`src/rtl/seg7_pkg.sv`:
```
// Shared constants for the 4-digit multiplexed seven-segment scanner.
// Segment patterns are active-low and ordered {g,f,e,d,c,b,a}.
package seg7_pkg;

  localparam int NUM_DIGITS = 4;
  localparam int DP_DIGIT   = 2;

  typedef logic [1:0] digit_idx_t;
  typedef logic [3:0] bcd_t;
  typedef logic [6:0] seg_t;

  localparam seg_t SEG_0     = 7'b1000000;
  localparam seg_t SEG_1     = 7'b1111001;
  localparam seg_t SEG_2     = 7'b0100100;
  localparam seg_t SEG_3     = 7'b0110000;
  localparam seg_t SEG_4     = 7'b0011001;
  localparam seg_t SEG_5     = 7'b0010010;
  localparam seg_t SEG_6     = 7'b0000010;
  localparam seg_t SEG_7     = 7'b1111000;
  localparam seg_t SEG_8     = 7'b0000000;
  localparam seg_t SEG_9     = 7'b0010000;
  localparam seg_t SEG_DASH  = 7'b0111111;
  localparam seg_t SEG_BLANK = 7'b1111111;

  // Active-low one-cold anode select for a digit slot.
  function automatic logic [NUM_DIGITS-1:0] anode_sel(input digit_idx_t idx);
    return ~(NUM_DIGITS'(1) << idx);
  endfunction

endpackage

```
`src/rtl/bcd_to_seg7.sv`:
```
// Combinational BCD to active-low seven-segment decoder.
// Codes 10-15 show a dash (segment g only).
module bcd_to_seg7
  import seg7_pkg::*;
(
  input  logic [3:0] bcd,
  output logic [6:0] seg
);

  always_comb begin
    // NOTE: the default arm keeps every input code assigned, so no latch is inferred.
    case (bcd)
      4'd0:    seg = SEG_0;
      4'd1:    seg = SEG_1;
      4'd2:    seg = SEG_2;
      4'd3:    seg = SEG_3;
      4'd4:    seg = SEG_4;
      4'd5:    seg = SEG_5;
      4'd6:    seg = SEG_6;
      4'd7:    seg = SEG_7;
      4'd8:    seg = SEG_8;
      4'd9:    seg = SEG_9;
      default: seg = SEG_DASH;
    endcase
  end

endmodule

```
`src/rtl/seg7_scan_4dig.sv`:
```
// Four-digit multiplexed seven-segment scanner with frame-coherent shadow digits.
// Optional leading-zero blanking: define SEG7_LEADING_ZERO_BLANK_EN.
module seg7_scan_4dig
  import seg7_pkg::*;
#(
  parameter int unsigned SCAN_DIV = 4
) (
  input  logic       clk,
  input  logic       reset,
  input  logic       enable,
  input  logic [3:0] digit3,
  input  logic [3:0] digit2,
  input  logic [3:0] digit1,
  input  logic [3:0] digit0,
  input  logic       carry,
  output logic [3:0] an,
  output logic [6:0] seg,
  output logic       dp
);

  localparam int         PW        = $clog2(SCAN_DIV);
  localparam logic [PW-1:0] PRESC_MAX = PW'(SCAN_DIV - 1);
  localparam digit_idx_t LAST_IDX  = digit_idx_t'(NUM_DIGITS - 1);
  localparam digit_idx_t DP_IDX    = digit_idx_t'(DP_DIGIT);

  logic [PW-1:0] presc;
  logic          tick;
  digit_idx_t    idx;
  bcd_t          shadow [NUM_DIGITS];
  logic          dp_state;
  bcd_t          cur_digit;
  seg_t          dec_seg;
  seg_t          next_seg;

  assign tick = enable && (presc == PRESC_MAX);

  always_ff @(posedge clk or posedge reset) begin
    if (reset) begin
      presc <= '0;
      idx   <= '0;
      // NOTE: the shadow bank is only four nibbles and must read as zero after reset, so it is reset like ordinary flops.
      for (int i = 0; i < NUM_DIGITS; i++) shadow[i] <= '0;
    end else if (enable) begin
      // NOTE: non-blocking updates let every flop here sample the pre-edge idx and presc.
      presc <= tick ? '0 : presc + 1'b1;
      if (tick) begin
        idx <= idx + 1'b1;
        // The whole frame is latched together on the 3->0 wrap so a frame never tears.
        if (idx == LAST_IDX) begin
          shadow[3] <= digit3;
          shadow[2] <= digit2;
          shadow[1] <= digit1;
          shadow[0] <= digit0;
        end
      end
    end
  end

  // Carry toggles are independent of scanning, so a carry on a wrap edge is never lost.
  always_ff @(posedge clk or posedge reset) begin
    if (reset)      dp_state <= 1'b0;
    else if (carry) dp_state <= ~dp_state;
  end

  assign cur_digit = shadow[idx];

  bcd_to_seg7 u_dec (
    .bcd (cur_digit),
    .seg (dec_seg)
  );

`ifdef SEG7_LEADING_ZERO_BLANK_EN
  logic [NUM_DIGITS-1:0] lead_zero;

  // A digit blanks only when it and everything above it are zero; digit0 always shows.
  always_comb begin
    lead_zero    = '0;
    lead_zero[3] = (shadow[3] == '0);
    lead_zero[2] = lead_zero[3] && (shadow[2] == '0);
    lead_zero[1] = lead_zero[2] && (shadow[1] == '0);
  end

  assign next_seg = lead_zero[idx] ? SEG_BLANK : dec_seg;
`else
  assign next_seg = dec_seg;
`endif

  always_ff @(posedge clk or posedge reset) begin
    if (reset) begin
      an  <= '1;
      seg <= SEG_BLANK;
      dp  <= 1'b1;
    end else begin
      an  <= anode_sel(idx);
      seg <= next_seg;
      dp  <= !((idx == DP_IDX) && dp_state);
    end
  end

endmodule

```
`config.mk`:
```
export PLATFORM = sky130hd
export DESIGN_NAME = seg7_scan_4dig
export DESIGN_NICKNAME = d
export VERILOG_FILES = /design/src/rtl/seg7_pkg.sv /design/src/rtl/bcd_to_seg7.sv /design/src/rtl/seg7_scan_4dig.sv
export SDC_FILE = /design/constraint.sdc
export NUM_CORES = 1
export LEC_CHECK = 0
export BUFFER_PORTS_ARGS = -buffer_cell sky130_fd_sc_hd__buf_2
export CAP_MARGIN = 20
export CELL_PAD_IN_SITES_DETAIL_PLACEMENT = 0
export CELL_PAD_IN_SITES_GLOBAL_PLACEMENT = 1
export CORE_UTILIZATION = 39
export CTS_CLUSTER_SIZE = 20
export DETAILED_ROUTE_END_ITERATION = 6
export GPL_TIMING_DRIVEN = 0
export PLACE_DENSITY = 0.74
export SLEW_MARGIN = 20
export SYNTH_ARGS = -nofsm -noshare
export SYNTH_HDL_FRONTEND = slang
export SYNTH_SLANG_ARGS = --single-unit
```
`constraint.sdc`:
```
create_clock -name clk -period 2.2 [get_ports clk]
set_clock_uncertainty 0.2 [all_clocks]
set_input_delay 0.11 -clock clk [delete_from_list [all_inputs] [get_ports clk]]
set_output_delay 0.11 -clock clk [all_outputs]
set_load 0.03 [all_outputs]
```
==> flow_metrics.tcl, run 1 <==
set metrics [dict create \
    grt_remaining_overflow 0 \
    grt_max_degree 34 \
    drtPass1Iterations 4 \
    ys_seq_area_frac 0.5554 \
    cts_buffer_depth 2 \
    route.vias.total 970 \
    cts_tree "yes" \
    setup_viol 0 \
    n_antenna_cell 0 \
    drive_gt1_frac 0.4793 \
    drtIter0Drc 12 \
    final_antenna_net_count 0 \
    endpoint_kind "flip-flop" \
    io_pins 32 \
    core_region_area_mm2 0.003689 \
    multi_input_area_um2 596.8 \
    slew_headroom 0.5577 \
    area_growth_pct 33.97 \
    grt_pass1_wl_um 4443 \
    min-delay-path-class "flip-flop to flip-flop" \
    cpPeakStageDelay_ps 570 \
    worst-setup-path-type "flip-flop to flip-flop" \
    cp.required_ps 2210 \
    post_cts_resized 0 \
    fin_crit_sh 0.9564 \
    crit_fanout 6 \
    grt.total_usage 0.1466 \
    cts_buffers 5 \
    fin_tns_setup_ps 0 \
    drc 0 \
    synthCells 108 \
    worstPathArrival_ps 2110 \
    syn-num-nets 139 \
    hold_viol_final 0 \
    grt_pass1_vias 982 \
    cp_slowest_cell "mux4_2" \
    grt_setup_unrepaired "no" \
    root_buffer "clkbuf_8" \
    antenna_found_initial 0 \
    final_cells 217 \
    vias_per_cell 4.470 \
    tightestPinTransition_ps 662.6 \
    synth_area_mm2 0.001514 \
    ctsHtreeMaxLevel 2 \
    clkSlewWorstSetupHoldPaths_ps 60 \
    design_area_mm2 0.002028 \
    routabilityCongestion 0.7702 \
    final_max_slew_viol_count 0 \
    placedCellCount 187 \
    drv_cap 0 \
    outcome "finished clean" \
    dieArea_mm2 0.004135 \
    die_w_um 64.31 \
    regArea_um2 840.8 \
    clkSinkCount 33 \
    cellLeakagePower_nw 0.9674 \
    worstSetupStartpointType "flip-flop" \
    start_util 0.4104 \
    ir_worst_vdd_v 0.0006697 \
    critPathBufInv 2 \
    wirelength_um 2680 \
    avgSynthCellArea_um2 14.02 \
    worstHoldStart "dp_state" \
    crit_chain "buf_6, mux4_2, inv_1, ha_1, or2b_1, a21oi_1" \
    post_drt_wl_per_cell_um 12.35 \
    io_buffers 31 \
    dp_hpwl_um 1803 \
    r2r_start "idx[0]" \
    n_fill_cell 334 \
    yosys.cell_types.count 21 \
    fmax_mhz 475.3 \
    yosys_warnings 0 \
    powerDensity_mw_per_mm2 1507 \
    crit_start "idx[0]" \
    dpl_cell_area_mm2 0.001729 \
    fin_nets 199 \
    period_needed_ps 2104 \
    rows 22 \
    die_h_um 64.31 \
    ys_ff_latch 33 \
    clock_latency_ps 280 \
    cp_top_family "multiplexers" \
]
## metal layers
| layer | share of wire | track usage |
|---|---|---|
| met4 | 0.010 | 0.04167 |
| met2 | 0.55 | 0.2618 |
| met5 | 0 | 0 |
| met1 | 0.40 | 0.1613 |
| met3 | 0.040 | 0.05357 |
## timing repair
| action | 4_1_cts | 5_1_grt |
|---|---|---|
| endpoints found under the setup margin | 0 | 1 |
| buffers inserted | 0 | 3 |
| endpoints found under the hold margin | 41 | 0 |
| hold buffers | 19 | 0 |
## per-stage QoR
step / power (W) / util / hold WS (ps) / worst slack [ps]
2_1_floorplan: 0.002245 / - / -2.903 / 156.3
3_3_place_gp: 0.002516 / 0.4688 / 96.67 / 37.75
3_5_place_dp: 0.002558 / 0.4688 / 52.95 / 27.74
4_1_cts: 0.003030 / 0.5438 / 233.2 / 3.984
5_1_grt: 0.003302 / 0.5499 / 250.5 / 13.04
6_report: 0.003057 / 0.5499 / 230.0 / 96.02
## sequential cells by signal (all words and copies together) (netlist names)
name	cells
dp	1
shadow	16
dp_state	1
an	4
seg	7
presc	2
idx	2
## layout by cell type, fill, tap and decap left out, types with 2 or more instances in the layout
cell,instances
dlygate4sd3_1,19
nor2_1,2
mux2_2,18
mux4_2,4
clkbuf_8,5
inv_1,12
dfrtp_1,21
nand2_1,4
ha_1,11
nand2b_1,2
mux2i_1,3
dfstp_2,12
buf_4,3
a21oi_1,7
buf_6,2
clkinv_2,2
buf_2,32
## cell families (layout without fill, tap and decap cells)
family                     count (synthesis)  count (layout)  share of synthesized area
DFF                                       33              33                     0.5554
and+or+nand+nor                           13              13                    0.04876
muxes                                     25              25                     0.2132
AOI/OAI and AO/OA                          8               8                    0.02975
adders and majority gates                 11              11                    0.09091
buffers and inverters                     16              77                    0.05041
xor gates and xnor gates                   2               2                    0.01157
## worst paths after layout
path	slack, ps	to	depth (start not counted)
min in group asynchronous	270	dp_state	3
max reg2reg	100	seg[3]	6
max	100	seg[3]	6
min reg2reg	230	dp	1
max in group asynchronous	1110	shadow[2]	3
min	230	dp	1
## cells in the mapped netlist
cell type | n | area (um^2)
ha_1 | 11 | 137.6
or2b_1 | 1 | 7.510
a21oi_1 | 7 | 35.03
mux4_2 | 4 | 90.09
buf_6 | 2 | 22.52
buf_2 | 1 | 5.000
o21ba_1 | 1 | 10.01
inv_1 | 13 | 48.80
nor3b_2 | 1 | 12.51
mux2_2 | 18 | 202.7
xnor2_1 | 1 | 8.760
mux2i_1 | 3 | 30.03
xor2_1 | 1 | 8.760
nand2b_1 | 2 | 12.51
nor3b_1 | 1 | 7.510
dfstp_2 | 12 | 315.3
nor2_1 | 2 | 7.510
nand2_1 | 4 | 15.01
nand3_1 | 1 | 5.000
or2_0 | 1 | 6.260
dfrtp_1 | 21 | 525.5
## cell type report
type,count,share of cell area
plain buffers,3,0.01357
flip-flops and latches,33,0.4146
clock inverters,3,0.008637
repair buffers,53,0.1814
multi-input cells,59,0.2943
well taps,48,0.02961
clock buffers,5,0.03393
inverters,13,0.02406
## power by group
| group | total, W | internal (W) | switching (W) |
|---|---|---|---|
| registers | 0.00111 | 0.000974 | 0.000137 |
| clock network | 0.000431 | 0.000218 | 0.000213 |
| logic | 0.00151 | 0.000714 | 0.000800 |
Note: power is estimated with default switching activity, not from simulation.
==> inputs of run 2 (changes only) <==
PLACE_DENSITY = 0.73   (was 0.74)
SLEW_MARGIN = 5   (was 20)
SYNTH_HIERARCHICAL = 1   (was not set)
==> run 2 against run 1 <==
Non-clock buffer count is 1 higher. First-iteration DRC count rose to 3.2 times the previous value. Critical path depth decreased by 1. Synthesized area grew 4.1%. Die area increased by 4.0%. Via count increased by 3.4%. Global-route usage down 0.061 points. Sequential share of layout area down 2.2 points. Power up 7.5%. Flip-flop and latch count unchanged. Critical path type unchanged.
==> flow_metrics.tcl, run 2 <==
set metrics [dict create \
    whs_path_depth 1 \
    tightestPinTransition_ps 692.1 \
    reg2reg_depth 5 \
    worstPathArrival_ps 2070 \
    ctsHtreeMaxLevel 2 \
    top_regs "shadow (16), seg (7), an (4)" \
    hold_viol_final 0 \
    antenna_found_initial 0 \
    die_h_um 65.58 \
    n_fill_cell 320 \
    netlist.area_leader.share 0.3333 \
    synth_area_mm2 0.001577 \
    synth_most_common_cell "dfrtp_1" \
    wirelength_um 2573 \
    mostFrequentLayoutCells "32 x buf_2, 21 x dfrtp_1, 19 x dlygate4sd3_1" \
    ys_top_cells_by_area "dfrtp_1 33%, dfstp_2 20%, mux2_4 9.5%" \
    cts_buffer_depth 2 \
    period_needed_ps 2050 \
    fin_nets 197 \
    largest_register_ffs 16 \
    fmax_mhz 487.8 \
    outcome "finished clean" \
    dp_hpwl_um 1797 \
    final_common_cell "buf_2" \
    synth_ff_type "dfrtp_1" \
    worstSetupStartpointType "flip-flop" \
    clkSlewWorstSetupHoldPaths_ps 70 \
    cts_buffers 5 \
    synthCells 107 \
    yosys.cell_types.count 29 \
    yosysTopAreaCell "dfrtp_1" \
    grt_pass1_vias 1005 \
    drc 0 \
    routabilityCongestion 0.7973 \
    powerDensity_mw_per_mm2 1535 \
    final_max_slew_viol_count 0 \
    cts_tree "yes" \
    start_util 0.4180 \
    avgSynthCellArea_um2 14.73 \
    slew_headroom 0.5381 \
    grt_max_degree 19 \
    root_buffer "clkbuf_8" \
    grt_setup_unrepaired "no" \
    regMostFlops "shadow" \
    route.vias.total 1003 \
    io_buffers 31 \
    grt_remaining_overflow 0 \
    drv_cap 0 \
    crit_fanout 6 \
    drtPass1Iterations 4 \
    grt.total_usage 0.1459 \
    n_antenna_cell 0 \
    finalPower_w 0.003285 \
    clkSinkCount 33 \
    grt_pass1_wl_um 4464 \
    cp.required_ps 2220 \
    core_region_area_mm2 0.003771 \
    post_drt_wl_per_cell_um 11.91 \
    ys_seq_area_frac 0.5333 \
    final_antenna_net_count 0 \
    post_cts_resized 0 \
    drive_gt1_frac 0.4881 \
    clock_latency_ps 280 \
    synth_common_cells "21 x dfrtp_1, 12 x dfstp_2, 11 x inv_1" \
    min-delay-path-class "flip-flop to flip-flop" \
    rows 22 \
    fin_tns_setup_ps 0 \
    endpoint_kind "flip-flop" \
    yosys_warnings 6 \
    hold_slack_ps 233.1 \
    dieArea_mm2 0.004301 \
    async_reset_ff_frac 1.000 \
    synth_edf_count 0 \
    syn-num-nets 137 \
    fin_crit_sh 0.9319 \
    setup_viol 0 \
    ys_ff_latch 33 \
    cellLeakagePower_nw 1.057 \
    ir_worst_vdd_v 0.0005369 \
    die_w_um 65.58 \
    drtIter0Drc 38 \
    vias_per_cell 4.644 \
    worst-setup-path-type "flip-flop to flip-flop" \
    area_growth_pct 35.79 \
    io_pins 32 \
]
run 2: critical path, cell delays in order (launching register included):
cell and delay, ps:
dfrtp_1 380, buf_2 230, mux4_2 590, buf_4 180, or2_1 230, a21o_1 180
run 2: worst paths after layout:
| check | endpoint | slack [ps] | start |
|---|---|---|---|
| hold / removal | dp | 230 | dp_state |
| hold reg to reg | dp | 230 | dp_state |
| setup reg to reg | seg[2] | 150 | idx[0] |
| min in group asynchronous | shadow[5] | 280 | reset |
| max in group asynchronous | an[3] | 920 | reset |
| setup / recovery | seg[2] | 150 | idx[0] |
run 2: where the power goes:
part           internal [W]  switching (W)  total (W)
Clock              0.000369       0.000210   0.000579
Combinational      0.000814       0.000783    0.00160
Sequential         0.000971       0.000140    0.00111
run 2: logic make-up after synthesis:
family | Yosys count | share of synthesized area
AOI/OAI and AO/OA | 8 | 0.03254
muxes | 24 | 0.2222
xor gates and xnor gates | 2 | 0.01111
DFF | 33 | 0.5333
adders and majority gates | 10 | 0.07937
and+or+nand+nor | 15 | 0.07064
buffers and inverters | 15 | 0.05079
run 2: stage by stage:
stage / utilization / area (um^2) / instances / worst slack (ps)
floorplan: - / 1577 / 107 / 273.8
global placement: 0.4751 / 1792 / 186 / 106.4
detailed placement: 0.4824 / 1819 / 187 / 90.36
CTS: 0.5637 / 2126 / 214 / 73.01
global route: 0.5677 / 2141 / 216 / 20.69
finish: 0.5677 / 2141 / 216 / 149.9
run 2: routing by layer:
metal / up-vias / share of wire / global-route usage
li1: 482 / - / -
met1: 490 / 0.43 / 0.1657
met2: 29 / 0.52 / 0.2448
met3: 2 / 0.048 / 0.05208
met4: 0 / 0.0058 / 0.06522
met5: - / 0 / 0
run 2: layout make-up:
cell class	instances	area (um^2)	area share
Buffer	4	38.79	0.01812
Clock buffer	7	86.33	0.04033
Clock inverter	1	30.03	0.01403
Inverter	11	41.29	0.01929
Multi-Input combinational cell	59	655.6	0.3063
Sequential cell	33	840.8	0.3928
Tap cell	48	60.06	0.02805
Timing Repair Buffer	53	387.9	0.1812
run 2: what timing repair did:
action / CTS / global route
buffers inserted: 0 / 2
endpoints found under the hold margin: 28 / 0
hold buffers: 19 / 0
setup endpoints to repair: 0 / 2
==> inputs of run 3 (changes only) <==
ABC_CLOCK_PERIOD_IN_PS = 2200   (was not set)
CORE_UTILIZATION = 41   (was 39)
CTS_BUF_LIST = sky130_fd_sc_hd__clkbuf_8   (was not set)
PLACE_DENSITY = 0.77   (was 0.73)
SETUP_SLACK_MARGIN = 0.05   (was not set)
==> run 3 against run 2 <==
Clock power shrank 15%. Global-route usage grew 1.5 points. Die area shrank 4.7%. Flip-flop and latch count is the same. Final cell count grew 0.46%. First-iteration DRC count shrank 66%. Combinational power grew 4%. Core utilization grew 1.7 points.
==> flow_metrics.tcl, run 3 (synthesis results as in run 2) <==
set metrics [dict create \
    dieArea_mm2 0.004097 \
    pre_cts_ws_ps 41.68 \
    min-delay-path-class "primary input to asynchronous set/reset pin" \
    clkSlewWorstSetupHoldPaths_ps 70 \
    cts_tree "yes" \
    cp.required_ps 2200 \
    final_antenna_net_count 0 \
    crit_fanout 6 \
    grt_remaining_overflow 0 \
    outcome "finished clean" \
    io_buffers 31 \
    cellLeakagePower_nw 1.058 \
    mostFrequentLayoutCells "31 x buf_2, 20 x dfrtp_1, 19 x dlygate4sd3_1" \
    dpl_cell_area_mm2 0.001819 \
    finalPower_w 0.003261 \
    ir_worst_vdd_v 0.0007228 \
    core_region_area_mm2 0.003661 \
    regArea_um2 842.1 \
    io_pins 32 \
    fmax_mhz 506.7 \
    grt.total_usage 0.1613 \
    post_drt_wl_per_cell_um 12.73 \
    drive_gt1_frac 0.5030 \
    fin_nets 198 \
    drv_cap 0 \
    post-route-util 0.5848 \
    powerDensity_mw_per_mm2 1523 \
    hold_viol_final 0 \
    grt_setup_unrepaired "no" \
    r2r_start "idx[0]" \
    setup_viol 0 \
    start_util 0.4306 \
    slew_headroom 0.6653 \
    final_common_cell "buf_2" \
    die_h_um 64.01 \
    largest_register_ffs 16 \
    clkSinkCount 33 \
    fin_tns_setup_ps 0 \
    use_met1 0.1869 \
    design_area_mm2 0.002141 \
    drtPass1Iterations 4 \
    n_antenna_cell 0 \
    fin_crit_sh 0.8971 \
    endpoint_kind "flip-flop" \
    n_fill_cell 308 \
    final_max_slew_viol_count 0 \
    grt_pass1_wl_um 4830 \
    ctsHtreeMaxLevel 2 \
    worst-setup-path-type "flip-flop to flip-flop" \
    clock_latency_ps 280 \
    dp_hpwl_um 1862 \
    root_buffer "clkbuf_8" \
    top_regs "shadow (16), seg (7), an (4)" \
    wirelength_um 2763 \
    cts_buffers 5 \
    worstPathArrival_ps 1970 \
    rows 22 \
    grt_pass1_vias 1075 \
    top_usage_layer "met2" \
    met2_usage 0.2793 \
    period_needed_ps 1974 \
    die_w_um 64.01 \
    area_growth_pct 35.79 \
    vias_per_cell 4.627 \
    antenna_found_initial 0 \
    drtIter0Drc 13 \
    r2r_slack_ps 230 \
    regMostFlops "shadow" \
    grt_max_degree 24 \
    reg2reg_depth 5 \
    r2r_end "seg[3]" \
    route.vias.total 1004 \
    routabilityCongestion 0.7049 \
    multi_input_area_um2 655.6 \
    setup_ws_ps 226.3 \
    drc 0 \
    tightestPinTransition_ps 501.5 \
    cts_buffer_depth 2 \
    worstSetupStartpointType "flip-flop" \
    gr-usage-met3 0.04821 \
]
-- run 3: timing repair --
| action | 4_1_cts | 5_1_grt |
|---|---|---|
| pin swaps | 0 | 0 |
| setup buffers | 1 | 2 |
| resized for setup | 0 | 4 |
| endpoints found under the setup margin | 1 | 6 |
| hold buffers | 19 | 0 |
| endpoints found under the hold margin | 30 | 0 |
-- run 3: cell type report --
cell class,count,area share
inverters,11,0.01929
flip-flops and latches,33,0.3933
clock inverters,1,0.002338
repair buffers,54,0.1847
multi-input cells,59,0.3063
well taps,48,0.02805
clock buffers,7,0.04500
plain buffers,4,0.02104
-- run 3: critical path, stage by stage (launching register included) --
cell and delay, ps:
dfrtp_1 370, buf_6 150, mux4_2 590, inv_1 130, ha_1 250, a22oi_1 190
-- run 3: routing by layer --
metal | vias up | share of wire
met5 | - | 0
met1 | 493 | 0.44
met3 | 4 | 0.041
met4 | 0 | 0.013
met2 | 24 | 0.51
li1 | 483 | -
-- run 3: worst max path at each step --
stage	from	end	cells after the start
global placement	idx[0]	seg[3]	5
floorplan	idx[0]	seg[3]	5
global route	idx[0]	seg[3]	5
CTS	idx[0]	seg[3]	5
finish	idx[0]	seg[3]	5
detailed placement	idx[0]	seg[3]	5
-- run 3: stage by stage --
stage / hold WS, ps / std cells
5_1_grt: 232.3 / 217
3_3_place_gp: 95.28 / 186
6_report: 191.2 / 217
4_1_cts: 201.1 / 215
2_1_floorplan: -2.903 / 107
3_5_place_dp: -39.44 / 187
-- run 3: power by group --
group	internal, W	leakage [nW]	switching, W
Sequential	0.000973	0.388	0.000142
Clock	0.000282	0.0542	0.000208
Combinational	0.000839	0.616	0.000818
Total	0.00209	1.06	0.00117
